<file path="config.mk">
export PLATFORM = sky130hd
export DESIGN_NAME = pc_fetch_unit_flat
export DESIGN_NICKNAME = d
export VERILOG_FILES = /design/src/rtl/cpu_pkg.sv /design/src/rtl/pc_fetch_unit_if.sv /design/src/rtl/redirect_buf.sv /design/src/rtl/pc_fetch_unit.sv /design/src/flat_wrapper.sv
export SDC_FILE = /design/constraint.sdc
export NUM_CORES = 1
export LEC_CHECK = 0
export CAP_MARGIN = 20
export CELL_PAD_IN_SITES_DETAIL_PLACEMENT = 1
export CELL_PAD_IN_SITES_GLOBAL_PLACEMENT = 1
export CORE_UTILIZATION = 38
export DETAILED_ROUTE_END_ITERATION = 7
export PLACE_DENSITY_LB_ADDON = 0.1
export SLEW_MARGIN = 20
export SYNTH_ARGS = -nofsm -noshare
export SYNTH_HDL_FRONTEND = slang
export SYNTH_SLANG_ARGS = --single-unit
</file>
<file path="constraint.sdc">
create_clock -name clk -period 6.8 [get_ports clk]
set_clock_uncertainty 0.1 [all_clocks]
set_input_delay 1.02 -clock clk [delete_from_list [all_inputs] [get_ports clk]]
set_output_delay 1.02 -clock clk [all_outputs]
set_load 0.01 [all_outputs]
</file>
<file path="src/rtl/cpu_pkg.sv">
// Shared types and constants for the fetch front end of the pipelined MIPS core.
package cpu_pkg;

  typedef enum logic [1:0] {
    StBoot,
    StRun,
    StWait
  } fetch_state_e;

  // Encoded in ascending priority so a plain magnitude compare picks the winner.
  typedef enum logic [1:0] {
    SrcNone = 2'd0,
    SrcBr   = 2'd1,
    SrcJmp  = 2'd2,
    SrcExc  = 2'd3
  } redir_src_e;

  localparam logic [31:0] ResetVecDefault = 32'h0000_0000;
  localparam logic [31:0] ExcVecDefault   = 32'hBFC0_0380;

  function automatic redir_src_e pick_src(input logic exc, input logic jump, input logic branch);
    if (exc) begin
      return SrcExc;
    end else if (jump) begin
      return SrcJmp;
    end else if (branch) begin
      return SrcBr;
    end
    return SrcNone;
  endfunction

endpackage

</file>
<file path="src/rtl/pc_fetch_unit_if.sv">
// Control-side requests and instruction-memory fetch signals of the PC unit.
interface pc_fetch_unit_if #(
  parameter int unsigned ADDR_W = 32
);
  logic              stall;
  logic              exc;
  logic              jump;
  logic [ADDR_W-1:0] jump_target;
  logic              branch;
  logic [ADDR_W-1:0] branch_target;
  logic              imem_ready;
  logic [ADDR_W-1:0] pc;
  logic              inst_ce;
  logic [ADDR_W-1:0] pc_next_seq;
  logic              adel;

  modport master (
    output stall, exc, jump, jump_target, branch, branch_target, imem_ready,
    input  pc, inst_ce, pc_next_seq, adel
  );

  modport slave (
    input  stall, exc, jump, jump_target, branch, branch_target, imem_ready,
    output pc, inst_ce, pc_next_seq, adel
  );
endinterface

</file>
<file path="src/rtl/redirect_buf.sv">
// Single-entry redirect buffer; a stored request is replaced only by an equal or higher priority one.
module redirect_buf
  import cpu_pkg::*;
#(
  parameter int unsigned ADDR_W = 32
) (
  input  logic              clk,
  input  logic              RST,
  input  redir_src_e        live_src,
  input  logic [ADDR_W-1:0] live_target,
  input  logic              capture,
  input  logic              clear,
  output redir_src_e        sel_src,
  output logic [ADDR_W-1:0] sel_target
);

  logic              valid_q;
  redir_src_e        src_q;
  logic [ADDR_W-1:0] target_q;
  redir_src_e        held_src;

  // sel_* is the winner of the stored entry and this cycle's request.
  always_comb begin
    held_src = valid_q ? src_q : SrcNone;
    if (live_src != SrcNone && live_src >= held_src) begin
      sel_src    = live_src;
      sel_target = live_target;
    end else begin
      sel_src    = held_src;
      sel_target = target_q;
    end
  end

  always_ff @(posedge clk or posedge RST) begin
    if (RST) begin
      valid_q  <= 1'b0;
      src_q    <= SrcNone;
      target_q <= '0;
    end else if (clear) begin
      valid_q <= 1'b0;
    end else if (capture && sel_src != SrcNone) begin
      valid_q  <= 1'b1;
      src_q    <= sel_src;
      target_q <= sel_target;
    end
  end

endmodule

</file>
<file path="src/rtl/pc_fetch_unit.sv">
// Program counter and fetch-request unit: sequential advance, prioritised redirects,
// stall/memory-wait hold and misaligned-target trapping.
module pc_fetch_unit
  import cpu_pkg::*;
#(
  parameter int unsigned       ADDR_W    = 32,
  parameter logic [ADDR_W-1:0] RESET_VEC = ADDR_W'(ResetVecDefault),
  parameter logic [ADDR_W-1:0] EXC_VEC   = ADDR_W'(ExcVecDefault),
  parameter int unsigned       STEP      = 4
) (
  input logic            clk,
  input logic            RST,
  pc_fetch_unit_if.slave fif
);

  localparam logic [ADDR_W-1:0] StepVal   = ADDR_W'(STEP);
  localparam logic [ADDR_W-1:0] AlignMask = ADDR_W'(STEP - 1);

  fetch_state_e      state_q;
  logic [ADDR_W-1:0] pc_q;
  logic              inst_ce_q;
  logic              adel_q;

  redir_src_e        live_src;
  logic [ADDR_W-1:0] live_target;
  redir_src_e        sel_src;
  logic [ADDR_W-1:0] sel_target;
  logic [ADDR_W-1:0] pc_seq;
  logic              active;
  logic              apply;
  logic              advance;
  logic              misaligned;

  always_comb begin
    live_src = pick_src(fif.exc, fif.jump, fif.branch);
    unique case (live_src)
      SrcExc:  live_target = EXC_VEC;
      SrcJmp:  live_target = fif.jump_target;
      SrcBr:   live_target = fif.branch_target;
      default: live_target = '0;
    endcase
  end

  assign pc_seq     = pc_q + StepVal;
  assign active     = (state_q != StBoot);
  // An exception is the only redirect allowed to break through a stall.
  assign apply      = active && fif.imem_ready && (sel_src != SrcNone) &&
                      (!fif.stall || sel_src == SrcExc);
  assign advance    = active && fif.imem_ready && !fif.stall && (sel_src == SrcNone);
  assign misaligned = (sel_src == SrcJmp || sel_src == SrcBr) && |(sel_target & AlignMask);

  redirect_buf #(
    .ADDR_W (ADDR_W)
  ) u_redirect_buf (
    .clk         (clk),
    .RST         (RST),
    .live_src    (live_src),
    .live_target (live_target),
    .capture     (active && !apply),
    .clear       (apply),
    .sel_src     (sel_src),
    .sel_target  (sel_target)
  );

  always_ff @(posedge clk or posedge RST) begin
    if (RST) begin
      state_q   <= StBoot;
      pc_q      <= RESET_VEC;
      inst_ce_q <= 1'b0;
      adel_q    <= 1'b0;
    end else begin
      adel_q <= 1'b0;
      unique case (state_q)
        StBoot: begin
          state_q   <= StRun;
          inst_ce_q <= 1'b1;
        end
        StRun, StWait: begin
          state_q <= fif.imem_ready ? StRun : StWait;
          if (apply) begin
            pc_q   <= misaligned ? EXC_VEC : sel_target;
            adel_q <= misaligned;
          end else if (advance) begin
            pc_q <= pc_seq;
          end
        end
        default: begin
          state_q   <= StBoot;
          inst_ce_q <= 1'b0;
        end
      endcase
    end
  end

  assign fif.pc          = pc_q;
  assign fif.inst_ce     = inst_ce_q;
  assign fif.pc_next_seq = pc_seq;
  assign fif.adel        = adel_q;

endmodule

</file>
<file path="src/flat_wrapper.sv">
// flat-port wrapper written by rule: the top's interface ports become plain ports
module pc_fetch_unit_flat import cpu_pkg::*;
#(
  parameter int unsigned       ADDR_W    = 32,
  parameter logic [ADDR_W-1:0] RESET_VEC = ADDR_W'(ResetVecDefault),
  parameter logic [ADDR_W-1:0] EXC_VEC   = ADDR_W'(ExcVecDefault),
  parameter int unsigned       STEP      = 4
)
  (clk, RST, fif_stall, fif_exc, fif_jump, fif_jump_target, fif_branch, fif_branch_target, fif_imem_ready, fif_pc, fif_inst_ce, fif_pc_next_seq, fif_adel);
  pc_fetch_unit_if #(.ADDR_W(ADDR_W)) fif_i ();
  input logic clk;
  input logic RST;
  input wire logic [$bits(fif_i.stall)-1:0] fif_stall;
  input wire logic [$bits(fif_i.exc)-1:0] fif_exc;
  input wire logic [$bits(fif_i.jump)-1:0] fif_jump;
  input wire logic [$bits(fif_i.jump_target)-1:0] fif_jump_target;
  input wire logic [$bits(fif_i.branch)-1:0] fif_branch;
  input wire logic [$bits(fif_i.branch_target)-1:0] fif_branch_target;
  input wire logic [$bits(fif_i.imem_ready)-1:0] fif_imem_ready;
  output wire logic [$bits(fif_i.pc)-1:0] fif_pc;
  output wire logic [$bits(fif_i.inst_ce)-1:0] fif_inst_ce;
  output wire logic [$bits(fif_i.pc_next_seq)-1:0] fif_pc_next_seq;
  output wire logic [$bits(fif_i.adel)-1:0] fif_adel;
  assign fif_i.stall = fif_stall;
  assign fif_i.exc = fif_exc;
  assign fif_i.jump = fif_jump;
  assign fif_i.jump_target = fif_jump_target;
  assign fif_i.branch = fif_branch;
  assign fif_i.branch_target = fif_branch_target;
  assign fif_i.imem_ready = fif_imem_ready;
  assign fif_pc = fif_i.pc;
  assign fif_inst_ce = fif_i.inst_ce;
  assign fif_pc_next_seq = fif_i.pc_next_seq;
  assign fif_adel = fif_i.adel;
  pc_fetch_unit #(.ADDR_W(ADDR_W), .RESET_VEC(RESET_VEC), .EXC_VEC(EXC_VEC), .STEP(STEP)) u_core (.clk(clk), .RST(RST), .fif(fif_i));
endmodule
</file>
Word-level counts from Yosys, hierarchy flattened --
Cells that the tools add are included.
Operators by class: bitwise gates (word level) 1, reduce and logical (&&, ||, !) cells 24, mux-type cells 21, $add $sub $neg 1, equality and inequality tests 8, order comparisons 1
Operator list (number):
- two-way mux 32 bit | 4
- one-hot mux 32 bit (3 select lines) | 1
- adder 32 x 3 -> 32 bit, second input constant | 1
- two-way mux 2 bit | 7
- == test 2 bit, second input constant | 5
- nonzero test 2 bit | 5
- logical AND 1 bit | 9
- two-way mux 1 bit | 7
- == test 2 x 1 -> 1 bit, second input constant | 3
- zero test 2 bit | 2
- one-hot mux 2 bit (2 select lines) | 1
- AND reduction 2 bit | 2
- OR reduction 2 bit | 2
- >= comparator 2 bit | 1
- zero test 1 bit | 2
- logical OR 1 bit | 2
- one-hot mux 1 bit (2 select lines) | 1
- NOT 1 bit | 1
Storage, ports and cells: word-level logic and storage cells 63, bits of input ports 71, bits in registers 71

Depth between registers and ports, before layout --
depth after elaboration 15, depth in mapped cells 14

By module --
A second synthesis with hierarchy kept.
Second synthesis, totals: cells, all modules 523, area total of the unflattened synthesis 5066.1 µm²
Modules (own cells, without submodules):
- pc_fetch_unit | cells each 392, instances 1, area an instance 3118.0 µm², sequential area each 900.9 µm²
- redirect_buf | cells each 131, instances 1, area an instance 1948.1 µm², sequential area each 875.8 µm²

Worst setup path after synthesis --
OpenSTA, ideal clock, no wires.
kind input-to-reg, from input fif_jump, to register u_core.u_redirect_buf.target_q[18], cell stages on the path 13, arrival 3641 ps, path slack 2934 ps, setup time 125 ps, buffers on the path 3, path through buf_4 nor2b_1 buf_2 nand2b_1 ha_1 nand2b_1 a221o_1 nand3_2 o21ai_2 a211o_1 buf_6 or2_4 mux2_4
On the way: cells in the longest elaborated chain, start to end 13, elaborated cells on any way between the ends 24, those cells by class order compare: 1; eq/ne: 4; mux: 8; bitwise: 1; reduce/logical: 10
RTL lines:
- start, declared | RTL line flat_wrapper.sv:15 | input wire logic [$bits(fif_i.jump)-1:0] fif_jump;
- two-way mux 2 bit / two-way mux 1 bit (equally long branches) | RTL line cpu_pkg.sv:24 | end else if (jump) begin
- two-way mux 2 bit / two-way mux 1 bit (equally long branches) | RTL line cpu_pkg.sv:22 | if (exc) begin
- two-way mux 2 bit (*) | RTL line cpu_pkg.sv:29 | return SrcNone;
- >= comparator 2 bit / nonzero test 2 bit (equally long branches) | RTL line redirect_buf.sv:25 | if (live_src != SrcNone && live_src >= held_src) begin
- logical AND 1 bit | RTL line redirect_buf.sv:25
- two-way mux 2 bit | RTL line redirect_buf.sv:25
- == test 2 bit / nonzero test 2 bit (equally long branches) | RTL line pc_fetch_unit.sv:48, redirect_buf.sv:41, pc_fetch_unit.sv:47
- logical OR 1 bit / logical AND 1 bit (equally long branches) | RTL line pc_fetch_unit.sv:48, pc_fetch_unit.sv:47
- logical AND 1 bit | RTL line pc_fetch_unit.sv:47 | assign apply = active && fif.imem_ready && (sel_src != SrcNone) &&
- zero test 1 bit | RTL line pc_fetch_unit.sv:59 | .capture (active && !apply),
- logical AND 1 bit | RTL line pc_fetch_unit.sv:59
- logical AND 1 bit | RTL line redirect_buf.sv:41 | end else if (capture && sel_src != SrcNone) begin
- AND reduction 2 bit (no line)
- end signal, assigned | RTL line redirect_buf.sv:44 | target_q <= sel_target;
- end, declared | RTL line redirect_buf.sv:19 | logic [ADDR_W-1:0] target_q;
Every way passes the cells marked *; elsewhere a longest branch is shown, timed or not. A chain may end at the register's enable or synchronous reset.

Worst setup path in the final report --
from input fif_exc, to register u_core.u_redirect_buf.target_q[7]
On the way: cells in the longest elaborated chain, start to end 12, elaborated cells on any way between the ends 22, those cells by class order compare: 1; eq/ne: 4; mux: 6; bitwise: 1; reduce/logical: 10
RTL lines:
- start, declared | RTL line flat_wrapper.sv:14 | input wire logic [$bits(fif_i.exc)-1:0] fif_exc;
- two-way mux 2 bit / two-way mux 1 bit (equally long branches) | RTL line cpu_pkg.sv:22
- two-way mux 2 bit (*) | RTL line cpu_pkg.sv:29
- >= comparator 2 bit / nonzero test 2 bit (equally long branches) | RTL line redirect_buf.sv:25
- logical AND 1 bit | RTL line redirect_buf.sv:25
- two-way mux 2 bit | RTL line redirect_buf.sv:25
- == test 2 bit / nonzero test 2 bit (equally long branches) | RTL line pc_fetch_unit.sv:48, redirect_buf.sv:41, pc_fetch_unit.sv:47
- logical OR 1 bit / logical AND 1 bit (equally long branches) | RTL line pc_fetch_unit.sv:48, pc_fetch_unit.sv:47
- logical AND 1 bit | RTL line pc_fetch_unit.sv:47
- zero test 1 bit | RTL line pc_fetch_unit.sv:59
- logical AND 1 bit | RTL line pc_fetch_unit.sv:59
- logical AND 1 bit | RTL line redirect_buf.sv:41
- AND reduction 2 bit (no line)
Marks and branches as above.

==> qor.yml <==
status: "complete, but fails checks"
failed_checks: "DRC"
cts_made_buffers: 9
period_needed_ps: 4994
postCtsSetupRepairBufs: 0
combPwrFrac: 0.547
p_leak_nw: 2.548
placed_area_um2: 6038
grt_pass1_wl_um: 26080
p_sw_mw: 1.237
tightest_slew_ps: 1007
io_pins: 137
wl_per_cell_um: 20.05
fin_util: 0.5481
ff2ff_setup_slack_ps: 3030
drc: 10
cts_tree: "yes"
grt_max_degree: 72
drt-pass1-iter-count: 6
layout_common_cells: "clkdlybuf4s50_1 (136), dfrtp_1 (71), nand2_1 (68)"
core_um2: 11610
seqPwrFrac: 0.269
place_congestion: 0.8072
path_max_fanout: 32
cp_slowest_cell: "a211o_1"
ir_worst_vdd_mv: 0.1726
criticalPathCategory: "input port to register"
synthArstFlopShare: 1.000
cts_resized: 0
cp-end-kind: "register"
r2r-start: "u_core.u_redirect_buf.valid_q$_DFFE_PP0P_"
first_iter_violations: 360
synth_area_um2: 4616
powerDensity_nw_per_um2: 440.4
hold_violations: 0
path_cells: "clkdlybuf4s50_1, buf_4, or3_1, nand2b_1, ha_1, nand2b_1, a21oi_1, o22ai_1, nor2_1, buf_4, a211o_1, buf_4, mux2_2"
die_area_um2: 12590
clk_pin_slew_ps: 60
htree_levels: 3
n_antenna_cell: 0
grt-ovfl-total: 0
p_int_mw: 1.566
place_ws_ps: 1524
rows: 39
routed_wl_um: 16040
synth_ff_type: "dfrtp_1"
syn_inst: 536
dp_hpwl_um: 11850
worst_slack_ps: 1806
initial_core_util: 0.3974
hold_class: "register to register"
synth.distinct_cells: 65
clock_power_share: 0.184
critPathRequiredTime_ps: 6920
crit_top_cell: "buf_4"
r2r-end: "u_core.u_redirect_buf.target_q[7]$_DFFE_PP0P_"
drive_gt1_frac: 0.07458
sw_frac_of_total: 0.4412
die_y_um: 112.2
synth_fp_nets: 612
setup_viol: 0
clk_latency_ps: 340
clock-sinks: 71
avgViaCountPerCell: 6.004
hold_ws_ps: 378.9
yosysWarnings: 0
cp_data_arrival_time_ps: 5110
hold_end: "u_core.u_redirect_buf.target_q[11]$_DFFE_PP0P_"
maxSlewViolCount: 0
seq_area_frac_synth: 0.3849
layout_commonest_cell: "clkdlybuf4s50_1"
drv_cap: 0
die_w_um: 112.2
grtUsageTotal: 0.2629
holdPathStages: 2
grt_pass1_vias: 4840
ant_nets: 0
fmax_ghz: 0.2002
fin_nets: 728
synth-edff-count: 0
syn2layout_area_growth_pct: 37.90
fin_tns_setup_ps: 0
antenna_found_initial: 0
post-route-cell-area_um2: 6365
vias: 4803
ys_ff_latch: 71
fin_crit_sh: 0.7345
min-delay-start: "u_core.u_redirect_buf.target_q[11]$_DFFE_PP0P_"
cts_buffer_depth: 2
reg2reg_depth: 11
cp_slowest_stage_delay_ps: 620
hold_buffers: 0
start_kind: "input port"
syn_avg_cell_area_um2: 8.611
port_buffers: 136
rsz0062_at_grt: "false"
max-slew-margin-rel: 0.3288
cts_root_buf: "clkbuf_16"
[area by class of cell]
type | instances | area [um2]
inverters | 13 | 48.80
well taps | 143 | 178.9
clock buffers | 11 | 242.7
flip-flops and latches | 71 | 1777
fillers | 1389 | 5249
multi-input cells | 411 | 2600
clock inverters | 5 | 81.33
repair buffers | 146 | 1436
[cells by family after synthesis]
logic type,after synthesis,synth area share
AO/OA/AOI/OAI,188,0.2825
multiplexers,8,0.02141
buffers and inverters,54,0.05232
AND/OR/NAND/NOR,183,0.1941
adder cells (fa/ha/maj),5,0.01355
flip-flops,71,0.3849
XOR/XNOR,27,0.05123
[power groups by stage]
| stage | combinational (mW) | sequential, mW | clock (mW) |
|---|---|---|---|
| global placement | 1.45 | 0.742 | 0 |
| CTS | 1.53 | 0.751 | 0.520 |
| finish | 1.53 | 0.753 | 0.517 |
| detailed placement | 1.51 | 0.755 | 0 |
| global route | 1.66 | 0.777 | 0.539 |
| floorplan | 0.913 | 0.735 | 0 |
[layer usage]
layer / share of wire / global-route usage / vias up
met1: 0.46 / 0.3664 / 2362
met3: 0.055 / 0.03834 / 27
li1: - / - / 2226
met2: 0.47 / 0.4211 / 188
met5: 0 / 0 / -
met4: 0.020 / 0.08444 / 0
[worst max-delay path, delay by kind of cell]
kind | cells | cell delay [ps]
AO/OA/AOI/OAI | 3 | 1270
AND/OR/NAND/NOR | 4 | 940
buffers and inverters | 4 | 1260
adder cells (fa/ha/maj) | 1 | 230
multiplexers | 1 | 370
[worst max-delay path by stage]
stage / slack (ps) / start / cells past startpoint / end
2_1_floorplan: 2930 / fif_jump / 13 / u_core.u_redirect_buf.target_q[18]$_DFFE_PP0P_
6_report: 1810 / fif_exc / 13 / u_core.u_redirect_buf.target_q[7]$_DFFE_PP0P_
5_1_grt: 1560 / fif_exc / 13 / u_core.u_redirect_buf.target_q[7]$_DFFE_PP0P_
4_1_cts: 1840 / fif_exc / 13 / u_core.u_redirect_buf.target_q[7]$_DFFE_PP0P_
3_5_place_dp: 1520 / fif_exc / 13 / u_core.u_redirect_buf.target_q[7]$_DFFE_PP0P_
3_3_place_gp: 1770 / fif_exc / 13 / u_core.u_redirect_buf.target_q[7]$_DFFE_PP0P_
[cells in the mapped netlist, types with 10 or more instances]
cell,n,share of area
a221oi_1,13,0.025
a21oi_1,29,0.031
a22oi_1,12,0.020
xnor2_1,18,0.034
nor2_1,29,0.024
o21ai_0,53,0.057
inv_1,13,0.011
and3_1,13,0.018
nand3_1,16,0.017
buf_2,10,0.011
clkbuf_1,21,0.017
dfrtp_1,71,0.38
nor3_1,15,0.016
nand2_1,69,0.056
[registers in the layout, indices dropped and copies added, names as in the netlist]
signal,count
u_core.fif.inst_ce,1
u_core.fif.pc,32
u_core.fif.adel,1
u_core.u_redirect_buf.target_q,32
u_core.u_redirect_buf.valid_q,1
u_core.state_q,2
u_core.u_redirect_buf.src_q,2
[per-stage QoR]
stage          cells  total power, mW
2_1_floorplan    536            1.648
3_3_place_gp     784            2.194
3_5_place_dp     784            2.267
4_1_cts          800            2.797
5_1_grt          800            2.979
6_report         800            2.803
(Power assumes the default switching activity.)
